$ cat src/rtl/c17_pkg.sv
// Shared widths, bit positions and a reference evaluator for the c17 NAND netlist.
package c17_pkg;

  localparam int C17_IN_W  = 5;
  localparam int C17_OUT_W = 2;

  localparam int IDX_NX1 = 0;
  localparam int IDX_NX2 = 1;
  localparam int IDX_NX3 = 2;
  localparam int IDX_NX6 = 3;
  localparam int IDX_NX7 = 4;

  localparam int IDX_NX22 = 0;
  localparam int IDX_NX23 = 1;

  typedef logic [C17_IN_W-1:0]  c17_in_t;
  typedef logic [C17_OUT_W-1:0] c17_out_t;

  function automatic c17_out_t c17_eval(input c17_in_t x);
    logic     n0;
    logic     n1;
    logic     n2;
    logic     n3;
    c17_out_t y;
    n1 = ~(x[IDX_NX3] & x[IDX_NX6]);
    n0 = ~(x[IDX_NX1] & x[IDX_NX3]);
    n2 = ~(x[IDX_NX7] & n1);
    n3 = ~(x[IDX_NX2] & n1);
    y[IDX_NX22] = ~(n0 & n3);
    y[IDX_NX23] = ~(n3 & n2);
    return y;
  endfunction

endpackage

$ cat src/rtl/c17_lane.sv
// One c17 lane: three NAND levels with optional data registers between them.
// Optional C17_PARITY_EN carries the XOR of the lane inputs alongside the data.
module c17_lane
  import c17_pkg::*;
#(
  parameter int PIPE_STAGES = 1
)
(
  input  logic                 clk,
  input  logic                 rst,
  input  logic [PIPE_STAGES:0] i_ld,
  input  logic [C17_IN_W-1:0]  i_in,
  output logic [C17_OUT_W-1:0] o_out
`ifdef C17_PARITY_EN
  ,
  output logic                 o_par
`endif
);

  // Level-1 bundle {nx7, nx2, net_1, net_0}; level-2 bundle {net_0, net_3, net_2}.
  logic [3:0]           w_l1;
  logic [3:0]           w_l1_q;
  logic [2:0]           w_l2;
  logic [2:0]           w_l2_q;
  logic [C17_OUT_W-1:0] w_l3;
  logic [C17_OUT_W-1:0] r_out;
`ifdef C17_PARITY_EN
  logic w_p0;
  logic w_p1;
  logic w_p2;
  logic r_par;
  assign w_p0 = ^i_in;
`endif

  assign w_l1 = {i_in[IDX_NX7], i_in[IDX_NX2],
                 ~(i_in[IDX_NX3] & i_in[IDX_NX6]),
                 ~(i_in[IDX_NX1] & i_in[IDX_NX3])};

  if (PIPE_STAGES >= 1) begin : g_s1
    logic [3:0] r_l1;
    always_ff @(posedge clk or posedge rst) begin
      if (rst) begin
        r_l1 <= '0;
      end else if (i_ld[0]) begin
        r_l1 <= w_l1;
      end
    end
    assign w_l1_q = r_l1;
`ifdef C17_PARITY_EN
    logic r_p1;
    always_ff @(posedge clk or posedge rst) begin
      if (rst) begin
        r_p1 <= 1'b0;
      end else if (i_ld[0]) begin
        r_p1 <= w_p0;
      end
    end
    assign w_p1 = r_p1;
`endif
  end else begin : g_s1_bypass
    assign w_l1_q = w_l1;
`ifdef C17_PARITY_EN
    assign w_p1 = w_p0;
`endif
  end

  assign w_l2 = {w_l1_q[0], ~(w_l1_q[2] & w_l1_q[1]), ~(w_l1_q[3] & w_l1_q[1])};

  if (PIPE_STAGES >= 2) begin : g_s2
    logic [2:0] r_l2;
    always_ff @(posedge clk or posedge rst) begin
      if (rst) begin
        r_l2 <= '0;
      end else if (i_ld[1]) begin
        r_l2 <= w_l2;
      end
    end
    assign w_l2_q = r_l2;
`ifdef C17_PARITY_EN
    logic r_p2;
    always_ff @(posedge clk or posedge rst) begin
      if (rst) begin
        r_p2 <= 1'b0;
      end else if (i_ld[1]) begin
        r_p2 <= w_p1;
      end
    end
    assign w_p2 = r_p2;
`endif
  end else begin : g_s2_bypass
    assign w_l2_q = w_l2;
`ifdef C17_PARITY_EN
    assign w_p2 = w_p1;
`endif
  end

  always_comb begin
    w_l3           = '0;
    w_l3[IDX_NX22] = ~(w_l2_q[2] & w_l2_q[1]);
    w_l3[IDX_NX23] = ~(w_l2_q[1] & w_l2_q[0]);
  end

  always_ff @(posedge clk or posedge rst) begin
    if (rst) begin
      r_out <= '0;
    end else if (i_ld[PIPE_STAGES]) begin
      r_out <= w_l3;
    end
  end
  assign o_out = r_out;

`ifdef C17_PARITY_EN
  always_ff @(posedge clk or posedge rst) begin
    if (rst) begin
      r_par <= 1'b0;
    end else if (i_ld[PIPE_STAGES]) begin
      r_par <= w_p2;
    end
  end
  assign o_par = r_par;
`endif

endmodule

$ cat src/rtl/c17_pipe_array.sv
// NCH pipelined c17 lanes on one valid/ready stream with saturating per-output toggle counters.
// Optional C17_PARITY_EN adds out_par, the per-lane input XOR aligned with out_data.
module c17_pipe_array
  import c17_pkg::*;
#(
  parameter int NCH         = 4,
  parameter int PIPE_STAGES = 1,
  parameter int CNT_W       = 16
)
(
  input  logic                       clk,
  input  logic                       rst,
  input  logic                       in_valid,
  output logic                       in_ready,
  input  logic [C17_IN_W*NCH-1:0]    in_data,
  output logic                       out_valid,
  input  logic                       out_ready,
  output logic [C17_OUT_W*NCH-1:0]   out_data,
  input  logic                       cnt_clr,
  input  logic [$clog2(2*NCH)-1:0]   cnt_sel,
  output logic [CNT_W-1:0]           cnt_value
`ifdef C17_PARITY_EN
  ,
  output logic [NCH-1:0]             out_par
`endif
);

  localparam int NST  = PIPE_STAGES + 1;
  localparam int NCNT = C17_OUT_W * NCH;
  localparam logic [CNT_W-1:0] CNT_MAX = '1;

  // Handshake: a beat moves on a rising edge when in_valid && in_ready (input side)
  // or out_valid && out_ready (output side); a stage may load while it drains.
  logic [NST-1:0] r_v;
  logic [NST-1:0] w_en;
  logic [NST-1:0] w_vin;
  logic [NST-1:0] w_ld;

  always_comb begin
    w_en  = '0;
    w_vin = '0;
    w_ld  = '0;
    w_en[NST-1] = ~r_v[NST-1] | out_ready;
    for (int i = NST - 2; i >= 0; i--) begin
      w_en[i] = ~r_v[i] | w_en[i+1];
    end
    w_vin[0] = in_valid;
    for (int i = 1; i < NST; i++) begin
      w_vin[i] = r_v[i-1];
    end
    w_ld = w_en & w_vin;
  end

  always_ff @(posedge clk or posedge rst) begin
    if (rst) begin
      r_v <= '0;
    end else begin
      for (int i = 0; i < NST; i++) begin
        if (w_en[i]) begin
          r_v[i] <= w_vin[i];
        end
      end
    end
  end

  assign in_ready  = w_en[0];
  assign out_valid = r_v[NST-1];

  for (genvar k = 0; k < NCH; k++) begin : g_lane
    c17_lane #(
      .PIPE_STAGES (PIPE_STAGES)
    ) u_lane (
      .clk   (clk),
      .rst   (rst),
      .i_ld  (w_ld),
      .i_in  (in_data[C17_IN_W*k +: C17_IN_W]),
      .o_out (out_data[C17_OUT_W*k +: C17_OUT_W])
`ifdef C17_PARITY_EN
      ,
      .o_par (out_par[k])
`endif
    );
  end

  // Toggle activity is measured between consecutive transferred beats only.
  logic [CNT_W-1:0] r_cnt [NCNT];
  logic [NCNT-1:0]  r_shadow;
  logic             w_fire;
  logic [NCNT-1:0]  w_tog;

  assign w_fire = out_valid & out_ready;
  assign w_tog  = (out_data ^ r_shadow) & {NCNT{w_fire}};

  always_ff @(posedge clk or posedge rst) begin
    if (rst) begin
      r_shadow <= '0;
      for (int j = 0; j < NCNT; j++) begin
        r_cnt[j] <= '0;
      end
    end else begin
      if (w_fire) begin
        r_shadow <= out_data;
      end
      for (int j = 0; j < NCNT; j++) begin
        if (cnt_clr) begin
          r_cnt[j] <= '0;
        end else if (w_tog[j] && (r_cnt[j] != CNT_MAX)) begin
          r_cnt[j] <= r_cnt[j] + CNT_W'(1);
        end
      end
    end
  end

  always_comb begin
    cnt_value = '0;
    for (int j = 0; j < NCNT; j++) begin
      if (int'(cnt_sel) == j) begin
        cnt_value = r_cnt[j];
      end
    end
  end

endmodule
$ cat config.mk
export PLATFORM = sky130hd
export DESIGN_NAME = c17_pipe_array
export DESIGN_NICKNAME = d
export VERILOG_FILES = /design/src/rtl/c17_pkg.sv /design/src/rtl/c17_lane.sv /design/src/rtl/c17_pipe_array.sv
export SDC_FILE = /design/constraint.sdc
export NUM_CORES = 1
export LEC_CHECK = 0
export CAP_MARGIN = 20
export CORE_MARGIN = 2
export CORE_UTILIZATION = 36
export CTS_CLUSTER_DIAMETER = 80
export DETAILED_ROUTE_END_ITERATION = 12
export GPL_ROUTABILITY_DRIVEN = 0
export SYNTH_ARGS = -nofsm -noshare
export SYNTH_HDL_FRONTEND = slang
export SYNTH_HIERARCHICAL = 1
export SYNTH_SLANG_ARGS = --single-unit
$ cat constraint.sdc
create_clock -name clk -period 6.4 [get_ports clk]
set_input_delay 1.28 -clock clk [delete_from_list [all_inputs] [get_ports clk]]
set_output_delay 1.28 -clock clk [all_outputs]
set_load 0.005 [all_outputs]
-- Yosys cells after proc, flatten, opt, wreduce, memory -nomap -nowiden
Index checks and enable logic that the tools add are counted.
- flip-flop bits (word level): 162
- input bits: 28
- output and inout port bits: 26
- word-level logic and storage cells: 139
- add/subtract/negate cells: 8
- equality and inequality tests: 15
- mux-type cells: 24
- bitwise gates (word level): 56
- reduce and logical (&&, ||, !) cells: 17
- operators by type and width (kind ; number):
    16-bit 2-to-1 mux ; 24
    16-bit by 1-bit adder with 16-bit output (second input constant) ; 8
    16-bit != test (second input constant) ; 8
    1-bit inverter ; 26
    1-bit AND ; 25
    2-bit nonzero test ; 8
    3-bit == test (second input constant) ; 4
    8-bit AND ; 1
    1-bit logical AND ; 8
    8-bit XOR ; 1
    3-bit by 2-bit == test with 1-bit output (second input constant) ; 2
    3-bit by 1-bit == test with 1-bit output (second input constant) ; 1
    3-bit logical NOT ; 1
    2-bit AND ; 1
    1-bit OR ; 2

-- Longest topological paths before layout
- depth in word-level cells: 9
- mapped depth: 7
- gate-level depth less buffers: 6

-- Cells and area by module
The synthesis kept the hierarchy.
- by module, submodules not included (module ; instances ; cells an instance ; area each (um^2) ; sequential area each (um^2)):
    c17_pipe_array ; 1 ; 911 ; 8276.7 ; 3453.3
    c17_lane ; 4 ; 19 ; 226.5 ; 150.1

-- Least setup slack after synthesis
OpenSTA, ideal clock, no wires.
- path kind: input to output
- from: in cnt_sel[1]
- to: out cnt_value[5]
- arrival time: 2.536 ns
- data required time: 5.120 ns
- setup slack: 2.584 ns
- stages on the path: 4
- path buffers: 2
- path through: buf_1 -> clkbuf_1 -> mux4_2 -> mux2_2
- cells in the longest elaborated chain, start to end: 9
- elaborated cells between the ends (all ways): 16
- those cells by class: eq/ne: 7; mux: 8; reduce/logical: 1
- ends and longest elaborated chain (item ; RTL line ; source):
    from (decl) ; c17_pipe_array.sv:20 ; input logic [$clog2(2*NCH)-1:0] cnt_sel,
    3-bit logical NOT ; c17_pipe_array.sv:117 ; if (int'(cnt_sel) == j) begin
    16-bit 2-to-1 mux (7 in a row) ; c17_pipe_array.sv:117 ;
    16-bit 2-to-1 mux (*) ; c17_pipe_array.sv:117 ;
    to (decl) ; c17_pipe_array.sv:21 ; output logic [CNT_W-1:0] cnt_value
Mark *: on every way between the ends. The rest lies on a longest branch, timed or not.

-- Worst setup path in the final report
- from: in cnt_sel[0]
- to: out cnt_value[3]
Same word-level chain as after synthesis.

==> metrics.md <==
| Metric | Value |
|---|---|
| Number of remaining DRC errors | 0 |
| Root Driver | sky130_fd_sc_hd__clkbuf_16 |
| End point of the worst hold path | g_lane[2].u_lane/o_out[0] |
| Routed vias/inst | 5.45 |
| Post-synthesis area per instance | 9.30 µm² |
| Mapped Area | 9180 µm² |
| Result of the run | completed |
| Sequence of cells on the critical path | clkdlybuf4s50_1 -> buf_4 -> nand2_1 -> o22a_1 -> o221ai_1 -> a22o_1 -> clkdlybuf4s50_1 |
| I/O Buffers | 53 |
| CTS tree | yes |
| Worst setup path class | in -> out |
| Peak clock frequency supported by timing | 192 MHz |
| Leading area contributor after synthesis | sky130_fd_sc_hd__dfrtp_1 |
| Total number of nets in the final design | 1063 |
| Setup WS pre-CTS | 1230 ps |
| Critical hold path startpoint | g_lane[2].u_lane/g_s1.r_l1[0] |
| Worst setup path startpoint | cnt_sel[0] |
| Number of cell rows | 58 |
| Endpoint type of the worst setup path | output port |
| Tightest Pin Transition | 940 ps |
| TritonCTS buffer count | 17 |
| Fraction of the cycle the final worst path needs | 0.815 |
| Final setup viols | 0 |
| Area of the core | 25100 µm² |
| Filler-free cell count of the finished design | 1368 |
| Top post-synthesis cells by count | 162 x sky130_fd_sc_hd__dfrtp_1, 146 x sky130_fd_sc_hd__nor2_1, 85 x sky130_fd_sc_hd__nand2_1 |
| Drt total wl | 24200 µm |
| Final standard cell area without fillers | 10700 µm² |
| Half-perimeter wire length after placement | 17500 µm |
| Critical Path Max Stage Delay | 1070 ps |
| Slew Viols, Final | 0 |
| Share of synthesized flip-flops with an asynchronous set or reset | 1.00 |
| Maximum fanout along the worst path | 26 |
| Clock skew after layout | 7.23 ps |
| Post-synthesis instance total | 987 |
| Filler cell count in the final layout | 2525 |
| Area occupied by multi-input gates | 4830 µm² |
| #FFs+latches synth | 162 |
| Setup slack after layout | 1190 ps |
| I/O Pins | 54 |
| Total placed instance area | 10000 µm² |
| Fraction of synthesized cell area taken by the top area cell type | 0.441 |
| Number of hold-slack violations in the final timing report | 0 |
| Yosys warnings | 6 |
| Fraction of final layout cells sized beyond drive strength 1 | 0.0791 |
| Total GRT Usage | 0.190 |
| Die Width | 164 µm |
| Syn Nets | 1023 |
| Post-DRT Antenna Nets | 0 |
| Distinct cell type count after synthesis | 57 |
| Number of antenna violations at the first check in global routing | 2 |
| Initial cell density of the core | 0.366 |
| Area enclosed by the die boundary | 26800 µm² |
| Path class of the lowest-slack min-delay path | reg -> reg |
| Cell Pwr Density | 237 nW/µm² |
| Layout Area Growth over Synthesis | 16.0% |
| Static power due to leakage | 4.10 nW |
| Final core occ | 0.424 |
| Cell with the most instances after synthesis | sky130_fd_sc_hd__dfrtp_1 |
| Worst IR Drop VDD | 0.184 mV |
| CTS resizes | 0 |
| Maximum buffer depth of the clock tree | 2 |
| Detailed-router iteration count before antenna repair | 5 |
| Register area share after synthesis | 0.441 |
| Count of hold-fix buffers inserted at cts | 0 |
| Predominant post-synthesis flop cell | sky130_fd_sc_hd__dfrtp_1 |
| Clock insertion delay at the later pin of the skew report | 430 ps |
| Number of vias after detailed routing | 7460 |
| Maximum Capacitance Violations | 0 |
| Largest cells by area after synthesis | sky130_fd_sc_hd__dfrtp_1 44%, sky130_fd_sc_hd__xnor2_1 7.4%, sky130_fd_sc_hd__nor2_1 6.0% |
| Post-route setup TNS | 0 ps |
| Number of synthesized flops with an enable pin | 0 |
| Final critical-path required period | 5210 ps |
| Die span in y | 164 µm |
| Slack of the worst reg-to-reg path | 3680 ps |
| Global-route wire length before repair | 39100 µm |
| Num Clock Sinks | 162 |
| Critical path startpoint category | input port |
| Beginning of the worst register-to-register path | r_v[1] |
| Drt wl/cell | 17.7 µm |
| Slowest cell on the critical path | sky130_fd_sc_hd__clkdlybuf4s50_1 |
| Number of setup buffers added after CTS | 0 |
| Clock Pin Slew Worst Setup and Hold Paths | 60 ps |
| Overall Power | 2.52 mW |
| Hold path depth | 1 |
| Worst Hold Margin | 453 ps |
| Setup repair after global routing missed its margin | no |
| Headroom to the max-slew limit | 0.373 |
| Sequential cell area | 4050 µm² |
| Arrival time of the worst setup path | 3930 ps |
| Number of violations reported at the end of detailed-routing iteration 0 | 770 |
| Largest net degree at the start of global routing | 108 |
| Total placed cells including tap cells | 1337 |
| Capturing point of the worst reg2reg path | r_cnt[77] |
| Worst-case reg-to-reg path depth | 6 |
| Grt total ovfl | 0 |
| Worst path most repeated cell | sky130_fd_sc_hd__clkdlybuf4s50_1 |
| Data required time of the worst path | 5120 ps |
| Via count of the first global-routing pass | 6986 |
| Number of levels the H-tree was split into | 4 |
[cells in the final DEF, fill, tap and decap left out, drive strengths merged, types with 9 or more instances in the layout]
cell type,synthesis,layout
dfrtp,162,162
nor2,146,146
nand2,86,86
xnor2,78,78
clkdlybuf4s50,0,51
nand3,42,42
nor3,40,40
a21oi,36,36
nand4,36,36
o21ai,35,35
inv,31,31
xor2,30,30
nor4,29,29
clkbuf,32,18
mux2,16,16
and3,14,14
mux4,14,14
a22o,14,14
a31oi,13,13
buf,11,13
or3,11,11
and4,11,11
mux2i,10,10
o211ai,10,10
and2,9,9
nor3b,9,9
[worst max path at each step]
| stage | slack (ps) | cells after the start | end |
|---|---|---|---|
| after floorplan | 1420 | 1 | r_cnt[0] |
| after global placement | 1250 | 6 | cnt_value[2] |
| after detailed placement | 1230 | 6 | cnt_value[2] |
| after CTS | 1220 | 7 | cnt_value[3] |
| after global routing | 970 | 6 | cnt_value[2] |
| final | 1190 | 7 | cnt_value[3] |
[report_power, final]
part	internal, mW	switching (mW)
combinational	0.131	0.185
sequential	1.08	0.0626
clock	0.654	0.412
total	1.86	0.660
[state kept, by name, summed over array words and instances (netlist names)]
signal / count
r_cnt: 128
g_lane.u_lane/g_s1.r_l1: 16
r_shadow: 8
g_lane.u_lane/o_out: 8
r_v: 2
[logic make-up after synthesis]
logic type,share of synthesized area
AND/OR/NAND/NOR,0.258
flip-flops,0.441
AO/OA/AOI/OAI,0.0897
XOR/XNOR,0.103
buffers and inverters,0.0322
multiplexers,0.0649
adder cells (fa/ha/maj),0.0109
[critical path: cells and delay by family]
family	cells	cell delay, ps
buf+inv	3	1950
compound gates	3	610
simple gates	1	80
[final cells by class]
type | instances | share of cell area
Timing Repair Buffer | 64 | 0.0587
Clock inverter | 11 | 0.0154
Tap cell | 330 | 0.0388
Sequential cell | 162 | 0.381
Antenna cell | 1 | 0.000235
Inverter | 31 | 0.0114
Multi-Input combinational cell | 751 | 0.454
Clock buffer | 18 | 0.0412
[per-layer routing]
layer  wire, µm  up-vias  GRT usage
met5         13        -          0
met4        739        2     0.0706
met3       1380       44     0.0490
met2      10600      173      0.283
met1      11500     3617      0.266
li1           -     3624          -
No activity file was read; power rests on OpenSTA's default activity.
